==> config.mk <==
export PLATFORM = sky130hd
export DESIGN_NAME = sound_sequencer
export DESIGN_NICKNAME = d
export VERILOG_FILES = /design/src/rtl/sound_sequencer_pkg.sv /design/src/rtl/sound_sequencer_tone_gen.sv /design/src/rtl/sound_sequencer.sv
export SDC_FILE = /design/constraint.sdc
export NUM_CORES = 1
export LEC_CHECK = 0
export ABC_AREA = 1
export BUFFER_PORTS_ARGS = -buffer_cell sky130_fd_sc_hd__clkbuf_2
export CAP_MARGIN = 20
export CORE_ASPECT_RATIO = 0.9
export CORE_MARGIN = 8
export CORE_UTILIZATION = 40
export DETAILED_ROUTE_END_ITERATION = 8
export PLACE_DENSITY_LB_ADDON = 0.08
export SLEW_MARGIN = 15
export SYNTH_ARGS = -nofsm -noshare
export SYNTH_HDL_FRONTEND = slang
export SYNTH_HIERARCHICAL = 1
export SYNTH_SLANG_ARGS = --single-unit
==> constraint.sdc <==
create_clock -name CLK -period 2.6 [get_ports CLK]
set_input_delay 0.13 -clock CLK [delete_from_list [all_inputs] [get_ports CLK]]
set_output_delay 0.13 -clock CLK [all_outputs]
set_load 0.02 [all_outputs]
==> src/rtl/sound_sequencer_pkg.sv <==
// Shared types, pitch tables, jingle ROM and arbitration ranking for the
// speaker sequencer.
package sound_pkg;

   typedef logic [2:0] note_t;
   typedef logic [1:0] jingle_id_t;

   localparam jingle_id_t JID_START   = 2'd0;
   localparam jingle_id_t JID_WIN     = 2'd1;
   localparam jingle_id_t JID_LOSE    = 2'd2;
   localparam jingle_id_t JID_HISCORE = 2'd3;

   typedef enum logic [1:0] {
      IDLE,
      TONE,
      NOTE,
      GAP
   } state_t;

   // Half-period in 12 MHz cycles before HP_SHIFT scaling; code 0 is a rest.
   function automatic logic [15:0] half_period(input note_t n);
      logic [15:0] hp;
      case (n)
         3'd1:    hp = 16'd13636;
         3'd2:    hp = 16'd11472;
         3'd3:    hp = 16'd10224;
         3'd4:    hp = 16'd9104;
         3'd5:    hp = 16'd7653;
         3'd6:    hp = 16'd6818;
         3'd7:    hp = 16'd5731;
         default: hp = 16'd0;
      endcase
      return hp;
   endfunction

   function automatic note_t color_note(input logic [1:0] c);
      note_t n;
      case (c)
         2'd0:    n = 3'd1;
         2'd1:    n = 3'd2;
         2'd2:    n = 3'd4;
         default: n = 3'd5;
      endcase
      return n;
   endfunction

   function automatic note_t jingle_note(input jingle_id_t id, input logic [1:0] idx);
      note_t n;
      case ({id, idx})
         {JID_START,   2'd0}: n = 3'd2;
         {JID_START,   2'd1}: n = 3'd4;
         {JID_START,   2'd2}: n = 3'd5;
         {JID_START,   2'd3}: n = 3'd7;
         {JID_WIN,     2'd0}: n = 3'd5;
         {JID_WIN,     2'd1}: n = 3'd6;
         {JID_WIN,     2'd2}: n = 3'd7;
         {JID_WIN,     2'd3}: n = 3'd7;
         {JID_LOSE,    2'd0}: n = 3'd4;
         {JID_LOSE,    2'd1}: n = 3'd3;
         {JID_LOSE,    2'd2}: n = 3'd2;
         {JID_LOSE,    2'd3}: n = 3'd1;
         {JID_HISCORE, 2'd0}: n = 3'd7;
         {JID_HISCORE, 2'd1}: n = 3'd0;
         {JID_HISCORE, 2'd2}: n = 3'd7;
         default:             n = 3'd0;
      endcase
      return n;
   endfunction

   // Larger rank wins: lose > win > high score > start.
   function automatic logic [1:0] jingle_prio(input jingle_id_t id);
      logic [1:0] p;
      case (id)
         JID_LOSE:    p = 2'd3;
         JID_WIN:     p = 2'd2;
         JID_HISCORE: p = 2'd1;
         default:     p = 2'd0;
      endcase
      return p;
   endfunction

endpackage

==> src/rtl/sound_sequencer_tone_gen.sv <==
// Half-period divider and square-wave flop; restart or disable returns the
// divider and output to zero.
module tone_gen
   import sound_pkg::*;
#(
   parameter int unsigned DIV_W = 16
) (
   input  logic             CLK,
   input  logic             RST_N,
   input  logic [DIV_W-1:0] HALF_PERIOD,
   input  logic             RESTART,
   input  logic             ENABLE,
   output logic             SPK
);

   logic [DIV_W-1:0] cnt;
   logic             spk_q;

   always_ff @(posedge CLK or negedge RST_N) begin
      if (!RST_N) begin
         cnt   <= '0;
         spk_q <= 1'b0;
      end else if (RESTART || !ENABLE) begin
         cnt   <= '0;
         spk_q <= 1'b0;
      end else if (cnt == HALF_PERIOD - 1'b1) begin
         cnt   <= '0;
         spk_q <= ~spk_q;
      end else begin
         cnt <= cnt + 1'b1;
      end
   end

   assign SPK = spk_q;

endmodule

==> src/rtl/sound_sequencer.sv <==
// Speaker arbiter: color tones and 4-note jingles timed by TICK.
// Optional SOUND_MUTE_EN adds a MUTE input that silences SPK/SPK_ENA.
module sound_sequencer
   import sound_pkg::*;
#(
   parameter int unsigned DIV_W    = 16,
   parameter int unsigned HP_SHIFT = 0,
   parameter int unsigned NOTE_LEN = 200,
   parameter int unsigned GAP_LEN  = 30
) (
   input  logic       CLK,
   input  logic       RST_N,
   input  logic       COLOR_REQ,
   input  logic [1:0] COLOR,
   input  logic       JINGLE_REQ,
   input  logic [1:0] JINGLE_ID,
   input  logic       TICK,
`ifdef SOUND_MUTE_EN
   input  logic       MUTE,
`endif
   output logic       SPK,
   output logic       SPK_ENA,
   output logic       BUSY,
   output logic       ACK
);

   localparam logic [7:0] NOTE_LAST = 8'(NOTE_LEN - 1);
   localparam logic [7:0] GAP_LAST  = 8'(GAP_LEN - 1);

   state_t     state, state_nxt;
   jingle_id_t jid, jid_nxt;
   logic [1:0] idx, idx_nxt;
   logic [7:0] tick_cnt, tick_nxt;
   logic [1:0] tone_color, color_nxt;
   logic       ack_q;
   logic       accept;
   logic       restart;
   logic       in_jingle;

   note_t            cur_note;
   note_t            play_note;
   logic [DIV_W-1:0] hp;
   logic             ena_int;
   logic             tone_spk;

   always_ff @(posedge CLK or negedge RST_N) begin
      if (!RST_N) begin
         state      <= IDLE;
         jid        <= '0;
         idx        <= '0;
         tick_cnt   <= '0;
         tone_color <= '0;
         ack_q      <= 1'b0;
      end else begin
         state      <= state_nxt;
         jid        <= jid_nxt;
         idx        <= idx_nxt;
         tick_cnt   <= tick_nxt;
         tone_color <= color_nxt;
         ack_q      <= accept;
      end
   end

   assign in_jingle = (state == NOTE) || (state == GAP);

   always_comb begin
      state_nxt = state;
      jid_nxt   = jid;
      idx_nxt   = idx;
      tick_nxt  = tick_cnt;
      color_nxt = tone_color;
      accept    = 1'b0;
      restart   = 1'b0;

      // A jingle request outranks every state transition below it.
      if (JINGLE_REQ && (!in_jingle || (jingle_prio(JINGLE_ID) > jingle_prio(jid)))) begin
         accept    = 1'b1;
         state_nxt = NOTE;
         jid_nxt   = JINGLE_ID;
         idx_nxt   = '0;
         tick_nxt  = '0;
         restart   = 1'b1;
      end else begin
         case (state)
            IDLE: begin
               if (COLOR_REQ) begin
                  state_nxt = TONE;
                  color_nxt = COLOR;
                  restart   = 1'b1;
               end
            end
            TONE: begin
               if (!COLOR_REQ) begin
                  state_nxt = IDLE;
               end else if (COLOR != tone_color) begin
                  color_nxt = COLOR;
                  restart   = 1'b1;
               end
            end
            NOTE: begin
               if (TICK) begin
                  if (tick_cnt == NOTE_LAST) begin
                     tick_nxt = '0;
                     if (idx != 2'd3) begin
                        state_nxt = GAP;
                     end else if (COLOR_REQ) begin
                        state_nxt = TONE;
                        color_nxt = COLOR;
                        restart   = 1'b1;
                     end else begin
                        state_nxt = IDLE;
                     end
                  end else begin
                     tick_nxt = tick_cnt + 8'd1;
                  end
               end
            end
            GAP: begin
               if (TICK) begin
                  if (tick_cnt == GAP_LAST) begin
                     tick_nxt  = '0;
                     idx_nxt   = idx + 2'd1;
                     state_nxt = NOTE;
                     restart   = 1'b1;
                  end else begin
                     tick_nxt = tick_cnt + 8'd1;
                  end
               end
            end
            default: state_nxt = IDLE;
         endcase
      end
   end

   assign cur_note  = jingle_note(jid, idx);
   assign play_note = (state == TONE) ? color_note(tone_color) : cur_note;
   assign hp        = DIV_W'(half_period(play_note) >> HP_SHIFT);
   assign ena_int   = (state == TONE) || ((state == NOTE) && (cur_note != 3'd0));

   tone_gen #(
      .DIV_W(DIV_W)
   ) u_tone_gen (
      .CLK        (CLK),
      .RST_N      (RST_N),
      .HALF_PERIOD(hp),
      .RESTART    (restart),
      .ENABLE     (ena_int),
      .SPK        (tone_spk)
   );

`ifdef SOUND_MUTE_EN
   assign SPK     = tone_spk & ena_int & ~MUTE;
   assign SPK_ENA = ena_int & ~MUTE;
`else
   assign SPK     = tone_spk & ena_int;
   assign SPK_ENA = ena_int;
`endif
   assign BUSY = in_jingle;
   assign ACK  = ack_q;

endmodule
==> results.tsv <==
metric	value	unit
syn-instance-count	497	
critical_path.cell_chain	inv_2 -> ha_4 -> nand2_1 -> nand2_1 -> nand2_2 -> a21oi_4 -> inv_4 -> nand2_2 -> nand2_2 -> nor2_4 -> nor2_4 -> nand2_4 -> nor2_4 -> buf_4 -> nand2_1 -> nand2_1 -> nand2_1 -> nand2_1 -> inv_1 -> nand2_1 -> nor2_2 -> nand2_4 -> nand2_8 -> nor2_1	
fp.dieArea	0.0110	mm^2
synth-warning-count	6	
tritoncts	done	
fp.dieH	100	um
layout.nets	596	
synth.top_cells.by_area	sky130_fd_sc_hd__dfrtp_1 27%, sky130_fd_sc_hd__nand2_1 19%, sky130_fd_sc_hd__nor2_1 8.5%	
maxCapViolations	0	
floorplan.initialDensity	41.5	%
critical_path_peak_fanout	8	
final_period_minus_worst_setup_slack	2.83	ns
die-width	110	um
fmax	353	MHz
route.detailed.wl_per_inst	12.1	um
synth_largest_area_cell	sky130_fd_sc_hd__dfrtp_1	
synth.lib_cells_used.distinct	34	
drc	0	
critical-path-slowest-cell	sky130_fd_sc_hd__dfrtp_1	
max_stage_delay	0.39	ns
hold_viol_final	0	
vias_per_cell	4.81	
largest_net_degree_at_the_start_of_global_routing	35	
detailroute.wirelength.met3	268	um
grt-ovfl-total	0	
dp_hpwl	6.14	mm
synth-edff-count	0	
critical_path_arrival	3.00	ns
report.power.total	5330	uW
drt-initial-drc-count	120	
count_of_state_elements_after_synthesis	34	
cts_max_path_buffers	2	
ant_nets	0	
portBuffers	12	
worst_setup_hold_path_clk_slew	0.08	ns
first_global_vias	2950	
final.period_utilization	109	%
num_io_pins	13	
htree_levels	2	
critPathLaunchType	flop	
synth_seq_area_share	26.9	%
worstPathBufferInverterCount	4	
met2_wirelength	3.45	mm
clk-insertion-delay-late	0.29	ns
portion_of_synthesized_cell_area_occupied_by_the_leading_cell_type	26.9	%
power.density_cell_area	1290	mW/mm^2
crit_path_start	idx[1]	
layout-area-overhead-vs-synth	30.9	%
critical_path.reg2reg.startpoint	idx[1]	
post_synth_instance_area	0.00316	mm^2
type_of_the_worst_min_delay_path	in2reg	
dpl_worst_slack	-0.365	ns
filler_cell_count	759	
vdd_drop_max	0.481	mV
crit_required	2.77	ns
report.final.slew_viol_count	0	
post_route_cells_drive_above_1_share	27.1	%
syn_avg_cell_area	6.36	um^2
antenna_found_initial	0	
antenna_cells_inserted	0	
num_vias	3198	
dp.cells	647	
numClockSinks	34	
drt_pass1_iterations	5	
placement_rows	30	
critical_hold_path_startpoint	COLOR[0]	
core_area	0.00762	mm^2
wirelength_met1	4.29	mm
critPathTopFamily	simple AND/OR/NAND/NOR gates	
status	complete, but fails checks	
grt_setup_unrepaired	true	
crit_type	reg2reg	
place.gp.congestion	0.874	
timing.final.ws_setup	-0.232	ns
synth_top_flop_cell	sky130_fd_sc_hd__dfrtp_1	
endpoint_kind	flop	
global_routing_usage_summed_across_all_routing_layers	15.3	%
worst_clock_skew	0.0157	ns
violations	setup timing	
timing_worst_slew_pin_value	0.908	ns
maxUsedRoutingLayer	met4	
cts.root.buffer_cell	sky130_fd_sc_hd__clkbuf_8	
crit_top_cell	sky130_fd_sc_hd__nand2_1	
cts_inserted_buffers	5	
max_slew_margin	39.5	%
detailed_route_wl	8.08	mm
grt_pass1_wl	13.6	mm
ys_async_sr_fraction	100	%
finalSetupViolations	17	
leakage	0.00209	uW
final-instance-count-excl-fill	665	
## tightest hold or removal path: cells and delay by family
| kind | cells | cell delay (ns) |
|---|---|---|
| AND/OR/NAND/NOR | 2 | 0.12 |
| buffers and inverters | 1 | 0.10 |
## per-stage QoR
step | utilization (%) | setup TNS (ns) | cell area [um^2] | hold WS [ns]
2_1_floorplan | - | -0.0209 | 3280 | -0.166
5_1_grt | 54.3 | -6.95 | 4140 | 0.0971
6_report | 54.3 | -3.81 | 4140 | 0.101
3_3_place_gp | 49.3 | -5.22 | 3750 | 0.303
4_1_cts | 52.6 | -2.20 | 4010 | 0.0962
3_5_place_dp | 49.3 | -5.97 | 3750 | 0.312
## cells in the mapped netlist, types with 2 or more instances
library cell	n
sky130_fd_sc_hd__nand2_1	158
sky130_fd_sc_hd__xor2_1	18
sky130_fd_sc_hd__nor3_1	3
sky130_fd_sc_hd__nand3_1	44
sky130_fd_sc_hd__nand3b_1	7
sky130_fd_sc_hd__nor2_4	2
sky130_fd_sc_hd__nor2_1	72
sky130_fd_sc_hd__ha_1	19
sky130_fd_sc_hd__a21oi_1	8
sky130_fd_sc_hd__dfrtp_1	34
sky130_fd_sc_hd__xnor2_1	13
sky130_fd_sc_hd__buf_2	2
sky130_fd_sc_hd__inv_2	4
sky130_fd_sc_hd__nor2_2	4
sky130_fd_sc_hd__inv_1	59
sky130_fd_sc_hd__clkbuf_1	3
sky130_fd_sc_hd__and2_1	3
sky130_fd_sc_hd__o21ai_0	12
sky130_fd_sc_hd__nand4_1	10
sky130_fd_sc_hd__clkbuf_2	3
sky130_fd_sc_hd__nand2_2	6
## routing by layer
| metal | GRT usage [%] | vias up |
|---|---|---|
| met3 | 2.37 | 11 |
| met4 | 3.42 | 0 |
| met1 | 22.5 | 1445 |
| met5 | 0 | - |
| li1 | - | 1691 |
| met2 | 22.5 | 51 |
## area by class of cell
class / count / area (um^2) / share of cell area [%]
well taps: 96 / 120 / 2.90
flip-flops and latches: 34 / 852 / 20.6
clock inverters: 1 / 5.00 / 0.121
repair buffers: 66 / 479 / 11.6
multi-input cells: 398 / 2350 / 56.8
clock buffers: 7 / 86.3 / 2.09
inverters: 63 / 246 / 5.96
## power breakdown
part / switching, uW / internal [uW] / total (uW)
clock: 208 / 214 / 423
combinational: 2440 / 1750 / 4190
sequential: 95.0 / 618 / 713
## worst paths after layout
kind	endpoint	cells past startpoint	slack (ns)
worst min register to register	u_tone_gen/cnt[0]	1	0.52
worst min-delay path	tone_color[0]	3	0.10
max in group asynchronous	idx[0]	2	1.49
min in group asynchronous	tick_cnt[4]	2	0.49
worst max-delay path	u_tone_gen/cnt[5]	24	-0.23
worst max register to register	u_tone_gen/cnt[5]	24	-0.23
## cells in the final DEF, fill, tap and decap left out, types with 13 or more instances in the layout
cell / synthesis / routed
sky130_fd_sc_hd__nand2_2: 6 / 18
sky130_fd_sc_hd__xnor2_1: 13 / 13
sky130_fd_sc_hd__nor2_4: 2 / 15
sky130_fd_sc_hd__nor2_1: 72 / 51
sky130_fd_sc_hd__dfrtp_1: 34 / 33
sky130_fd_sc_hd__ha_1: 19 / 15
sky130_fd_sc_hd__xor2_1: 18 / 18
sky130_fd_sc_hd__buf_4: 0 / 50
sky130_fd_sc_hd__inv_1: 59 / 48
sky130_fd_sc_hd__nand2_1: 158 / 139
sky130_fd_sc_hd__nand3_1: 44 / 42
## state kept, by name, summed over array words and instances (netlist names)
register / count
jid: 2
u_tone_gen/cnt: 16
state: 2
idx: 2
tick_cnt: 8
ACK: 1
u_tone_gen/SPK: 1
tone_color: 2
## cells by family after synthesis
kind of cell	Yosys count	synth area share, %
compound gates	27	5.26
fa+ha+maj	19	7.52
buf+inv	72	8.98
other cells	1	0.119
xor+xnor	31	8.59
flops	34	26.9
simple gates	313	42.6
## timing repair
item / CTS / global route
gates cloned: 1 / 0
pin swaps: 14 / 10
endpoints found under the setup margin: 17 / 19
hold endpoints to repair: 18 / 0
hold buffers: 1 / 0
setup buffers: 5 / 3
resized for setup: 28 / 36
Power figures use the tool's default switching activity.
